==> src/rtl/rf_access_ctrl_if.sv <==
// Bus bundle for rf_access_ctrl: command handshake, response handshake and
// the register-file strobe/address/data lines.
// slave  : the controller's view.
// master : the view of the surrounding environment (command source,
//          response sink and register file).
interface rf_access_ctrl_if #(
    parameter int ADSize = 5,
    parameter int DASize = 8
);
    logic              cmd_valid;
    logic              cmd_ready;
    logic [1:0]        cmd_op;
    logic [ADSize-1:0] cmd_addr_a;
    logic [ADSize-1:0] cmd_addr_b;
    logic [ADSize-1:0] cmd_addr_d;
    logic [DASize-1:0] cmd_data;

    logic              rsp_valid;
    logic              rsp_ready;
    logic [DASize-1:0] rsp_data1;
    logic [DASize-1:0] rsp_data2;

    logic              rf_enable;
    logic              rf_read;
    logic              rf_write;
    logic [ADSize-1:0] rf_waddr;
    logic [ADSize-1:0] rf_raddr1;
    logic [ADSize-1:0] rf_raddr2;
    logic [DASize-1:0] rf_din;
    logic [DASize-1:0] rf_out1;
    logic [DASize-1:0] rf_out2;

    modport slave (
        input  cmd_valid, cmd_op, cmd_addr_a, cmd_addr_b, cmd_addr_d, cmd_data,
        output cmd_ready,
        output rsp_valid, rsp_data1, rsp_data2,
        input  rsp_ready,
        output rf_enable, rf_read, rf_write, rf_waddr, rf_raddr1, rf_raddr2, rf_din,
        input  rf_out1, rf_out2
    );

    modport master (
        output cmd_valid, cmd_op, cmd_addr_a, cmd_addr_b, cmd_addr_d, cmd_data,
        input  cmd_ready,
        input  rsp_valid, rsp_data1, rsp_data2,
        output rsp_ready,
        input  rf_enable, rf_read, rf_write, rf_waddr, rf_raddr1, rf_raddr2, rf_din,
        output rf_out1, rf_out2
    );
endinterface

==> src/rtl/rf_access_ctrl.sv <==
// rf_access_ctrl: sequences WRITE / READ / ADD commands onto a 32-entry
// register file that samples on negedge and returns read data that is
// captured on the following posedge.
// Optional feature macro: RFCTL_SAT_EN (ADD result saturates to all-ones on
// carry instead of wrapping).
module rf_access_ctrl #(
    parameter int ADSize      = 5,
    parameter int DASize      = 8,
    parameter int STP_REGSize = 32
) (
    input  logic           clk,
    input  logic           rst,
    rf_access_ctrl_if.slave bus
);

    // A register count that the address width cannot reach is a build error.
    if (STP_REGSize > (1 << ADSize)) begin : g_size_check
        $error("rf_access_ctrl: STP_REGSize exceeds the ADSize address range");
    end

    typedef enum logic [2:0] {
        IDLE,
        WR,
        RD,
        CAP,
        ADDWR,
        RESP
    } state_t;

    localparam logic [1:0] OP_NOP   = 2'b00;
    localparam logic [1:0] OP_WRITE = 2'b01;
    localparam logic [1:0] OP_READ  = 2'b10;
    localparam logic [1:0] OP_ADD   = 2'b11;

    state_t            state;
    state_t            next_state;

    logic              ready_q;
    logic [1:0]        op_q;
    logic [ADSize-1:0] addr_d_q;
    logic [DASize-1:0] out1_q;
    logic [DASize-1:0] out2_q;

    logic              rsp_valid_q;
    logic [DASize-1:0] rsp_data1_q;
    logic [DASize-1:0] rsp_data2_q;

    logic [ADSize-1:0] rf_waddr_q;
    logic [ADSize-1:0] rf_raddr1_q;
    logic [ADSize-1:0] rf_raddr2_q;
    logic [DASize-1:0] rf_din_q;

    logic              cmd_ready_c;
    logic              accept;
    logic              rsp_done;
    logic              rf_enable_c;
    logic              rf_read_c;
    logic              rf_write_c;

    logic [DASize:0]   add_full;
    logic              add_carry;
    logic [DASize-1:0] add_sum;

    // Commands are only taken in IDLE and never while reset is being applied.
    assign cmd_ready_c = (state == IDLE) && ready_q;
    assign accept      = bus.cmd_valid && cmd_ready_c;
    assign rsp_done    = rsp_valid_q && bus.rsp_ready;

    // Sum of the two captured read values; with saturation a carry pins the
    // result to all-ones while the carry is still reported.
    always_comb begin
        add_full  = {1'b0, out1_q} + {1'b0, out2_q};
        add_carry = add_full[DASize];
`ifdef RFCTL_SAT_EN
        add_sum   = add_carry ? {DASize{1'b1}} : add_full[DASize-1:0];
`else
        add_sum   = add_full[DASize-1:0];
`endif
    end

    // State register; reset abandons any command in flight.
    always_ff @(posedge clk) begin
        if (!rst) begin
            state <= IDLE;
        end else begin
            state <= next_state;
        end
    end

    // Next-state decode and state-decoded register-file strobes.
    always_comb begin
        next_state  = state;
        rf_enable_c = 1'b0;
        rf_read_c   = 1'b0;
        rf_write_c  = 1'b0;
        case (state)
            IDLE: begin
                if (accept) begin
                    case (bus.cmd_op)
                        OP_WRITE: next_state = WR;
                        OP_READ:  next_state = RD;
                        OP_ADD:   next_state = RD;
                        OP_NOP:   next_state = IDLE;
                        default:  next_state = IDLE;
                    endcase
                end
            end
            WR: begin
                rf_enable_c = 1'b1;
                rf_write_c  = 1'b1;
                next_state  = IDLE;
            end
            RD: begin
                rf_enable_c = 1'b1;
                rf_read_c   = 1'b1;
                next_state  = CAP;
            end
            CAP: begin
                next_state = (op_q == OP_ADD) ? ADDWR : RESP;
            end
            ADDWR: begin
                rf_enable_c = 1'b1;
                rf_write_c  = 1'b1;
                next_state  = RESP;
            end
            RESP: begin
                if (rsp_done) begin
                    next_state = IDLE;
                end
            end
            default: next_state = IDLE;
        endcase
    end

    // Command latching, read capture, result formation and the held
    // address/data lines toward the register file.
    always_ff @(posedge clk) begin
        if (!rst) begin
            ready_q     <= 1'b0;
            op_q        <= OP_NOP;
            addr_d_q    <= '0;
            out1_q      <= '0;
            out2_q      <= '0;
            rsp_valid_q <= 1'b0;
            rsp_data1_q <= '0;
            rsp_data2_q <= '0;
            rf_waddr_q  <= '0;
            rf_raddr1_q <= '0;
            rf_raddr2_q <= '0;
            rf_din_q    <= '0;
        end else begin
            ready_q <= 1'b1;
            if (accept) begin
                op_q     <= bus.cmd_op;
                addr_d_q <= bus.cmd_addr_d;
                if (bus.cmd_op == OP_WRITE) begin
                    rf_waddr_q <= bus.cmd_addr_d;
                    rf_din_q   <= bus.cmd_data;
                end
                if (bus.cmd_op == OP_READ || bus.cmd_op == OP_ADD) begin
                    rf_raddr1_q <= bus.cmd_addr_a;
                    rf_raddr2_q <= bus.cmd_addr_b;
                end
            end
            if (state == RD) begin
                out1_q <= bus.rf_out1;
                out2_q <= bus.rf_out2;
            end
            if (state == CAP) begin
                if (op_q == OP_ADD) begin
                    rsp_data1_q <= add_sum;
                    rsp_data2_q <= {{(DASize-1){1'b0}}, add_carry};
                    rf_waddr_q  <= addr_d_q;
                    rf_din_q    <= add_sum;
                end else begin
                    rsp_data1_q <= out1_q;
                    rsp_data2_q <= out2_q;
                end
            end
            rsp_valid_q <= (state == RESP) && !rsp_done;
        end
    end

    assign bus.cmd_ready = cmd_ready_c;
    assign bus.rsp_valid = rsp_valid_q;
    assign bus.rsp_data1 = rsp_data1_q;
    assign bus.rsp_data2 = rsp_data2_q;
    assign bus.rf_enable = rf_enable_c;
    assign bus.rf_read   = rf_read_c;
    assign bus.rf_write  = rf_write_c;
    assign bus.rf_waddr  = rf_waddr_q;
    assign bus.rf_raddr1 = rf_raddr1_q;
    assign bus.rf_raddr2 = rf_raddr2_q;
    assign bus.rf_din    = rf_din_q;

endmodule

==> src/flat_wrapper.sv <==
// flat-port wrapper written by rule: the top's interface ports become plain ports
module rf_access_ctrl_flat 
#(
    parameter int ADSize      = 5,
    parameter int DASize      = 8,
    parameter int STP_REGSize = 32
)
  (clk, rst, bus_cmd_valid, bus_cmd_op, bus_cmd_addr_a, bus_cmd_addr_b, bus_cmd_addr_d, bus_cmd_data, bus_cmd_ready, bus_rsp_valid, bus_rsp_data1, bus_rsp_data2, bus_rsp_ready, bus_rf_enable, bus_rf_read, bus_rf_write, bus_rf_waddr, bus_rf_raddr1, bus_rf_raddr2, bus_rf_din, bus_rf_out1, bus_rf_out2);
  rf_access_ctrl_if #(.ADSize(ADSize), .DASize(DASize)) bus_i ();
  input  logic clk;
  input  logic rst;
  input wire logic [$bits(bus_i.cmd_valid)-1:0] bus_cmd_valid;
  input wire logic [$bits(bus_i.cmd_op)-1:0] bus_cmd_op;
  input wire logic [$bits(bus_i.cmd_addr_a)-1:0] bus_cmd_addr_a;
  input wire logic [$bits(bus_i.cmd_addr_b)-1:0] bus_cmd_addr_b;
  input wire logic [$bits(bus_i.cmd_addr_d)-1:0] bus_cmd_addr_d;
  input wire logic [$bits(bus_i.cmd_data)-1:0] bus_cmd_data;
  output wire logic [$bits(bus_i.cmd_ready)-1:0] bus_cmd_ready;
  output wire logic [$bits(bus_i.rsp_valid)-1:0] bus_rsp_valid;
  output wire logic [$bits(bus_i.rsp_data1)-1:0] bus_rsp_data1;
  output wire logic [$bits(bus_i.rsp_data2)-1:0] bus_rsp_data2;
  input wire logic [$bits(bus_i.rsp_ready)-1:0] bus_rsp_ready;
  output wire logic [$bits(bus_i.rf_enable)-1:0] bus_rf_enable;
  output wire logic [$bits(bus_i.rf_read)-1:0] bus_rf_read;
  output wire logic [$bits(bus_i.rf_write)-1:0] bus_rf_write;
  output wire logic [$bits(bus_i.rf_waddr)-1:0] bus_rf_waddr;
  output wire logic [$bits(bus_i.rf_raddr1)-1:0] bus_rf_raddr1;
  output wire logic [$bits(bus_i.rf_raddr2)-1:0] bus_rf_raddr2;
  output wire logic [$bits(bus_i.rf_din)-1:0] bus_rf_din;
  input wire logic [$bits(bus_i.rf_out1)-1:0] bus_rf_out1;
  input wire logic [$bits(bus_i.rf_out2)-1:0] bus_rf_out2;
  assign bus_i.cmd_valid = bus_cmd_valid;
  assign bus_i.cmd_op = bus_cmd_op;
  assign bus_i.cmd_addr_a = bus_cmd_addr_a;
  assign bus_i.cmd_addr_b = bus_cmd_addr_b;
  assign bus_i.cmd_addr_d = bus_cmd_addr_d;
  assign bus_i.cmd_data = bus_cmd_data;
  assign bus_cmd_ready = bus_i.cmd_ready;
  assign bus_rsp_valid = bus_i.rsp_valid;
  assign bus_rsp_data1 = bus_i.rsp_data1;
  assign bus_rsp_data2 = bus_i.rsp_data2;
  assign bus_i.rsp_ready = bus_rsp_ready;
  assign bus_rf_enable = bus_i.rf_enable;
  assign bus_rf_read = bus_i.rf_read;
  assign bus_rf_write = bus_i.rf_write;
  assign bus_rf_waddr = bus_i.rf_waddr;
  assign bus_rf_raddr1 = bus_i.rf_raddr1;
  assign bus_rf_raddr2 = bus_i.rf_raddr2;
  assign bus_rf_din = bus_i.rf_din;
  assign bus_i.rf_out1 = bus_rf_out1;
  assign bus_i.rf_out2 = bus_rf_out2;
  rf_access_ctrl #(.ADSize(ADSize), .DASize(DASize), .STP_REGSize(STP_REGSize)) u_core (.clk(clk), .rst(rst), .bus(bus_i));
endmodule
==> config.mk <==
export PLATFORM = sky130hd
export DESIGN_NAME = rf_access_ctrl_flat
export DESIGN_NICKNAME = d
export VERILOG_FILES = /design/src/rtl/rf_access_ctrl_if.sv /design/src/rtl/rf_access_ctrl.sv /design/src/flat_wrapper.sv
export SDC_FILE = /design/constraint.sdc
export NUM_CORES = 1
export LEC_CHECK = 0
export CAP_MARGIN = 0
export CORE_ASPECT_RATIO = 0.5
export CORE_MARGIN = 2
export CORE_UTILIZATION = 42
export DETAILED_ROUTE_END_ITERATION = 7
export GPL_TIMING_DRIVEN = 0
export HOLD_SLACK_MARGIN = 0.02
export MAX_ROUTING_LAYER = met4
export PLACE_DENSITY = 0.76
export SLEW_MARGIN = 20
export SYNTH_ARGS = -nofsm -noshare
export SYNTH_HDL_FRONTEND = slang
export SYNTH_SLANG_ARGS = --single-unit
==> constraint.sdc <==
create_clock -name clk -period 1.9 [get_ports clk]
set_input_delay 0.38 -clock clk [delete_from_list [all_inputs] [get_ports clk]]
set_output_delay 0.38 -clock clk [all_outputs]
set_load 0.03 [all_outputs]
Yosys cells after proc, flatten, opt, wreduce, memory -nomap -nowiden
Index checks and enable logic that the tools add are counted.
{ "totals": {"wordCells": 57, "latchBits": 0, "register_bits": 67, "n_memories": 0, "mem_bits_rw": 0, "out_inout_bits": 44, "mem_bits_ro": 0} }
{ "classes": {"magnitude_cmp": 0, "muxes": 19, "reduce_logical": 13, "n_mul": 0, "bitwise": 0, "shift": 0, "div_mod_pow": 0, "add_sub_neg": 1, "eq_ne": 11} }
{ "ops": {"columns": ["operator", "n"], "rows": [
  ["$mux W8", 6],
  ["$mux W5", 4],
  ["$pmux W3 S5", 1],
  ["$add A8 B8 Y9", 1],
  ["$pmux W3 S3", 1],
  ["$eq A2 B2 Y1 const B", 3],
  ["$eq A3 B2 Y1 const B", 2],
  ["$eq A3 B3 Y1 const B", 2],
  ["$mux W3", 2],
  ["$mux W1", 5],
  ["$logic_and A1 B1 Y1", 4],
  ["$ne A2 B1 Y1 const B", 2],
  ["$reduce_and A2 Y1", 2],
  ["$reduce_or A2 Y1", 2],
  ["$eq A3 B1 Y1 const B", 1],
  ["$logic_not A3 Y1", 1],
  ["$reduce_or A3 Y1", 1],
  ["$eq A2 B1 Y1 const B", 1],
  ["$logic_not A2 Y1", 1],
  ["$logic_not A1 Y1", 1],
  ["$logic_or A1 B1 Y1", 1]
]} }

Depth between registers and ports, before layout
{ "depth": {"ltp_word": 6, "depth_mapped": 7} }

Least setup slack after synthesis
Ideal clock, no wire load.
{ "synth_timing": {"kind": "register to register", "from": "register u_core.state[2]", "to": "register u_core.rf_raddr1_q[0], in the netlist u_core.bus.rf_raddr1[0]", "n_path_buf": 2, "setup_time_ns": 0.128, "required_time_ns": 1.772, "path_slack_ns": -0.027, "t_arrival_ns": 1.800, "stages_incl_launch_ff": 7, "period_less_slack_ns": 1.927, "cell_sequence": "dfxtp_1 buf_4 nor4b_4 nand3_1 buf_4 mux2i_1 nor2_1"} }
{ "synth_between": {"elab_chain_len": 4} }
{ "synth_lines": {"columns": ["element", "line", "text"], "rows": [
  ["start, declared", "rf_access_ctrl.sv:35", "state_t state;"],
  ["start signal, assigned", "rf_access_ctrl.sv:86", "state <= next_state;"],
  ["$logic_not A3 Y1", "rf_access_ctrl.sv:65", "assign cmd_ready_c = (state == IDLE) && ready_q;"],
  ["$logic_and A1 B1 Y1", "rf_access_ctrl.sv:65", null],
  ["via bus_cmd_ready", "flat_wrapper.sv:18", "output wire logic [$bits(bus_i.cmd_ready)-1:0] bus_cmd_ready;"],
  ["$logic_and A1 B1 Y1", "rf_access_ctrl.sv:66", "assign accept = bus.cmd_valid && cmd_ready_c;"],
  ["$reduce_and A2 Y1 (no line)", null, null],
  ["end signal, assigned", "rf_access_ctrl.sv:161", "rf_raddr1_q <= bus.cmd_addr_a;"],
  ["end, declared", "rf_access_ctrl.sv:49", "logic [ADSize-1:0] rf_raddr1_q;"]
]} }
The timed path passes the listed nets, and every way through them passes these cells.
A chain may end at the register's enable or synchronous reset.

Worst setup path after layout
{ "layout_timing": {"from": "register u_core.out1_q[0]", "to": "register u_core.rsp_data1_q[2], in the netlist u_core.bus.rsp_data1[2]"} }
{ "layout_between": {"elab_chain_len": 2} }
{ "layout_lines": {"columns": ["element", "line", "text"], "rows": [
  ["start, declared", "rf_access_ctrl.sv:41", "logic [DASize-1:0] out1_q;"],
  ["start signal, assigned", "rf_access_ctrl.sv:166", "out1_q <= bus.rf_out1;"],
  ["$add A8 B8 Y9", "rf_access_ctrl.sv:72", "add_full = {1'b0, out1_q} + {1'b0, out2_q};"],
  ["$mux W8", "rf_access_ctrl.sv:170", "if (op_q == OP_ADD) begin"],
  ["end signal, assigned", "rf_access_ctrl.sv:171", "rsp_data1_q <= add_sum;"],
  ["end signal, assigned", "rf_access_ctrl.sv:176", "rsp_data1_q <= out1_q;"],
  ["end, declared", "rf_access_ctrl.sv:45", "logic [DASize-1:0] rsp_data1_q;"]
]} }
Every way passes these cells.

==> impl_results.md <==
- Crit end category: flip-flop
- Critical path cell sequence: ha_2 > fa_2 > xor2_1 > nor2_1 > or3_1 > a21oi_1
- Post-synthesis cell count: 345
- CP delay by family, top: adder cells
- Synth top area cells: dfxtp_1, a21oi_1, mux2i_1
- CTS Hold Bufs: 0
- Skew-Pair Late Insertion Delay: approximately 0.33 ns
- Met2 Usage GRT: 32.5%
- Relative slew slack: 66.6%
- Final Hold Vio Count: 0
- Layout Nets: 500
- Critical path's slowest cell: fa_2
- I/O pin total: ~90
- Synth area leader: dfxtp_1
- Post-Synth Adder-Cell Area: between 4 and 5%
- WP buf/inv: 0
- Storage cell area: 0.00134 mm^2
- FF-to-FF path depth: 6
- Vias: 2854
- Status: finished clean
- Worst Path Required: 2.16 ns
- Total grt overflow: 0
- CTS clk-pin slew, worst paths: 0.05 ns
- Minimum clock period: 1.89 ns
- Origin of the critical flop-to-flop path: u_core.out1_q[0]
- Mux share of post-synthesis cell area: 8.12%
- Fmax achieved: 529 MHz
- Hold WS: 0.451 ns
- Port Buffers: 87
- R2R Setup Slk: approximately 0.010 ns
- Commonest cells after routing, fill and taps aside: clkdlybuf4s50_1, dfxtp_1, nand2_1, a21oi_1, mux2i_1
- Hold WC Path Type: flip-flop to flip-flop
- Detail Route Antenna Nets: 0
- H-tree levels: 3
- CTS Sinks: 67
- Avg Cell Area, Syn: 8.58 um^2
- Post-synthesis compound-gate area fraction: 18.3%
- CP Max Fanout: 3
- Setup CP Type: flip-flop to flip-flop
- Layout Skew: 0.00684 ns
- Max_cap viols: 0
- GRT Util Overall: 23.1%
- Placer Congestion: ~0.94
- DRT iter0 DRCs: 204
- GR Layer Usage met3: 5.89%
- Setup-failing EPs final: 0
- Die ar.: 0.00777 mm^2
- Max incr delay on CP: 0.41 ns
- Gr busiest metal: met2
- Flops & latches, synth: 67
- Site Rows: 21
- Synth Net Count: about 400
- Post-Synthesis Cell Area: 0.00296 mm^2
- Largest family of logic cells by synthesized area: simple AND/OR/NAND/NOR gates
- Reg2reg end: u_core.bus.rsp_data1[2]
- Die width: about 120 um
- Post-synthesis sequential area ratio: 45.3%
- Share of layout cells above drive strength 1: 9.33%
- Final WL: 8220 um
- Crit. Startpoint: u_core.out1_q[0]
- Vias in the first global route: 2647
- Slew Viols, Final: 0
- Met1 Use GR: between 30% and 40%
- Core area: between 0.006 and 0.007 mm^2
- Period utilisation layout: roughly 99%
- Slew @ Worst Pin: 0.500 ns
- Commonest non-fill, non-tap cell in the layout: clkdlybuf4s50_1
- Antenna violations before repair: 0
- Power, Total: 0.00353 W
- TritonCTS clock tree: built
- Routed len/inst: 15.2 um
- Ys Warns: 0
- Critical path depth in cells: 6
- Synth cell types: 42
- CTS buffer count: 9
- Fill count: between 500 and 600
- Peak VDD IR: 459 uV
- Largest net degree at the start of global routing: 18
- Global-route wire length before repair: between 10000 and 15000 um
- Die boundary height: 63.4 um
- RSZ-0062 raised after global routing: yes
- Detailed placement HPWL: 5930 um
- N_diodes: 0
- Multi-input gate area in the final layout: 0.00156 mm^2
- Worst setup SP type: flip-flop
- Synth Area in Simple Gates: around a fifth
- Power density cells: between 800 and 900 mW/mm^2
- Starting density of the core: between 40% and 50%
- DRT Pass-1 Iters: 6
- Longest Clk Path Bufs: 2
- Residual DRC: 0
- Crit path to: u_core.bus.rsp_data1[2]
- Root buf cell: clkbuf_16
- Drt via density: 5.27
- Pleak: 1.78 nW
- Area grow syn2layout: 46.6%
- Synth Area in XOR/XNOR: 1.18%
- Yosys top cell area share: 45.3%
- Worst Path Arrival: 2.15 ns
==> power breakdown <==
group          leakage [nW]  internal (W)  total [W]  switching [W]
sequential            0.543       0.00145    0.00148      0.0000291
clock                 0.146       0.00108    0.00166       0.000580
combinational          1.09      0.000191   0.000396       0.000205
==> per-layer routing <==
metal / part of all wire [%] / up-vias / routed length (um)
li1: - / 1425 / -
met1: 49 / 1327 / 4020
met2: 42 / 90 / 3470
met3: 7.4 / 12 / 611
met4: 1.3 / 0 / 110
met5: 0 / - / 0
==> cells by family (layout without fill, tap and decap cells) <==
family	after synthesis	after routing
fa+ha+maj	9	9
buf+inv	25	130
mux	24	24
simple gates	122	122
flops	67	67
xor+xnor	4	4
compound gates	94	94
==> how the worst min path moves through the flow <==
| stage | cells past startpoint | endpoint | slack [ns] | start |
|---|---|---|---|---|
| CTS | 2 | u_core.addr_d_q[4] | 0.45 | u_core.addr_d_q[4] |
| detailed placement | 2 | u_core.addr_d_q[4] | 0.44 | u_core.addr_d_q[4] |
| finish | 2 | u_core.addr_d_q[4] | 0.45 | u_core.addr_d_q[4] |
| global route | 2 | u_core.bus.rsp_data2[1] | 0.47 | u_core.bus.rsp_data2[1] |
| global placement | 2 | u_core.addr_d_q[2] | 0.44 | u_core.addr_d_q[2] |
| floorplan | 0 | u_core.ready_q | 0.41 | rst |
==> synth_stat cells <==
cell and instances:
o22ai_1 3, and2_1 1, ha_1 8, xor2_1 2
and3_1 5, a211oi_1 3, buf_1 3, buf_6 1
a21oi_1 54, inv_1 2, nor2b_1 1, nor4b_4 1
o21ai_0 14, clkbuf_1 15, clkinv_1 1, buf_4 2
a21o_1 5, a31oi_1 1, o2111ai_1 1, o211ai_1 6
fa_1 1, xnor2_1 2, and3b_1 1, a211o_1 2
o21a_1 1, a311o_1 1, buf_2 1, or4_1 2
nor3_1 3, a311oi_1 2, nand3_1 19, nand4b_1 1
nand2_1 60, nor2_1 22, and4_1 1, or3_1 2
a221o_1 1, nand4_1 1, dfxtp_1 67, nand3b_1 1
nand3_4 1, mux2i_1 24
==> worst min-delay path, cell delays in order (launching register included) <==
cell and delay (ns):
dfxtp_1 0.30, nand2_1 0.05, a21oi_1 0.05
==> repair_timing <==
action                     in CTS  in global routing
buffers inserted                3                  2
resized for setup              28                 11
pin swaps                       3                  8
setup endpoints to repair      14                 20
==> metrics by stage <==
stage | TNS, ns | instances | area, um^2 | utilization (%) | setup WS [ns]
after floorplan | 0 | 345 | 2970 | - | 0.00219
after global routing | -0.187 | 542 | 4340 | 64.2 | -0.0494
after detailed placement | -8.61 | 524 | 3960 | 58.6 | -0.725
after CTS | 0 | 541 | 4300 | 63.7 | 0.00457
after global placement | -7.87 | 524 | 3960 | 58.6 | -0.738
final | 0 | 542 | 4340 | 64.2 | 0.0101
==> flip-flops by register name, indices dropped and copies added (netlist names), 2 cells and up <==
signal / count
u_core.bus.rsp_data2: 8
u_core.out2_q: 8
u_core.state: 3
u_core.addr_d_q: 5
u_core.out1_q: 8
u_core.bus.rf_raddr1: 5
u_core.op_q: 2
u_core.bus.rsp_data1: 8
u_core.bus.rf_waddr: 5
u_core.bus.rf_raddr2: 5
u_core.bus.rf_din: 8
==> cell type report <==
class	instances	share of cell area (%)
multi-input cells	253	35.9
flip-flops and latches	67	30.9
repair buffers	92	20.7
clock buffers	13	6.00
plain buffers	20	2.68
well taps	92	2.65
clock inverters	2	0.808
inverters	3	0.375
No activity file was read; power rests on OpenSTA's default activity.
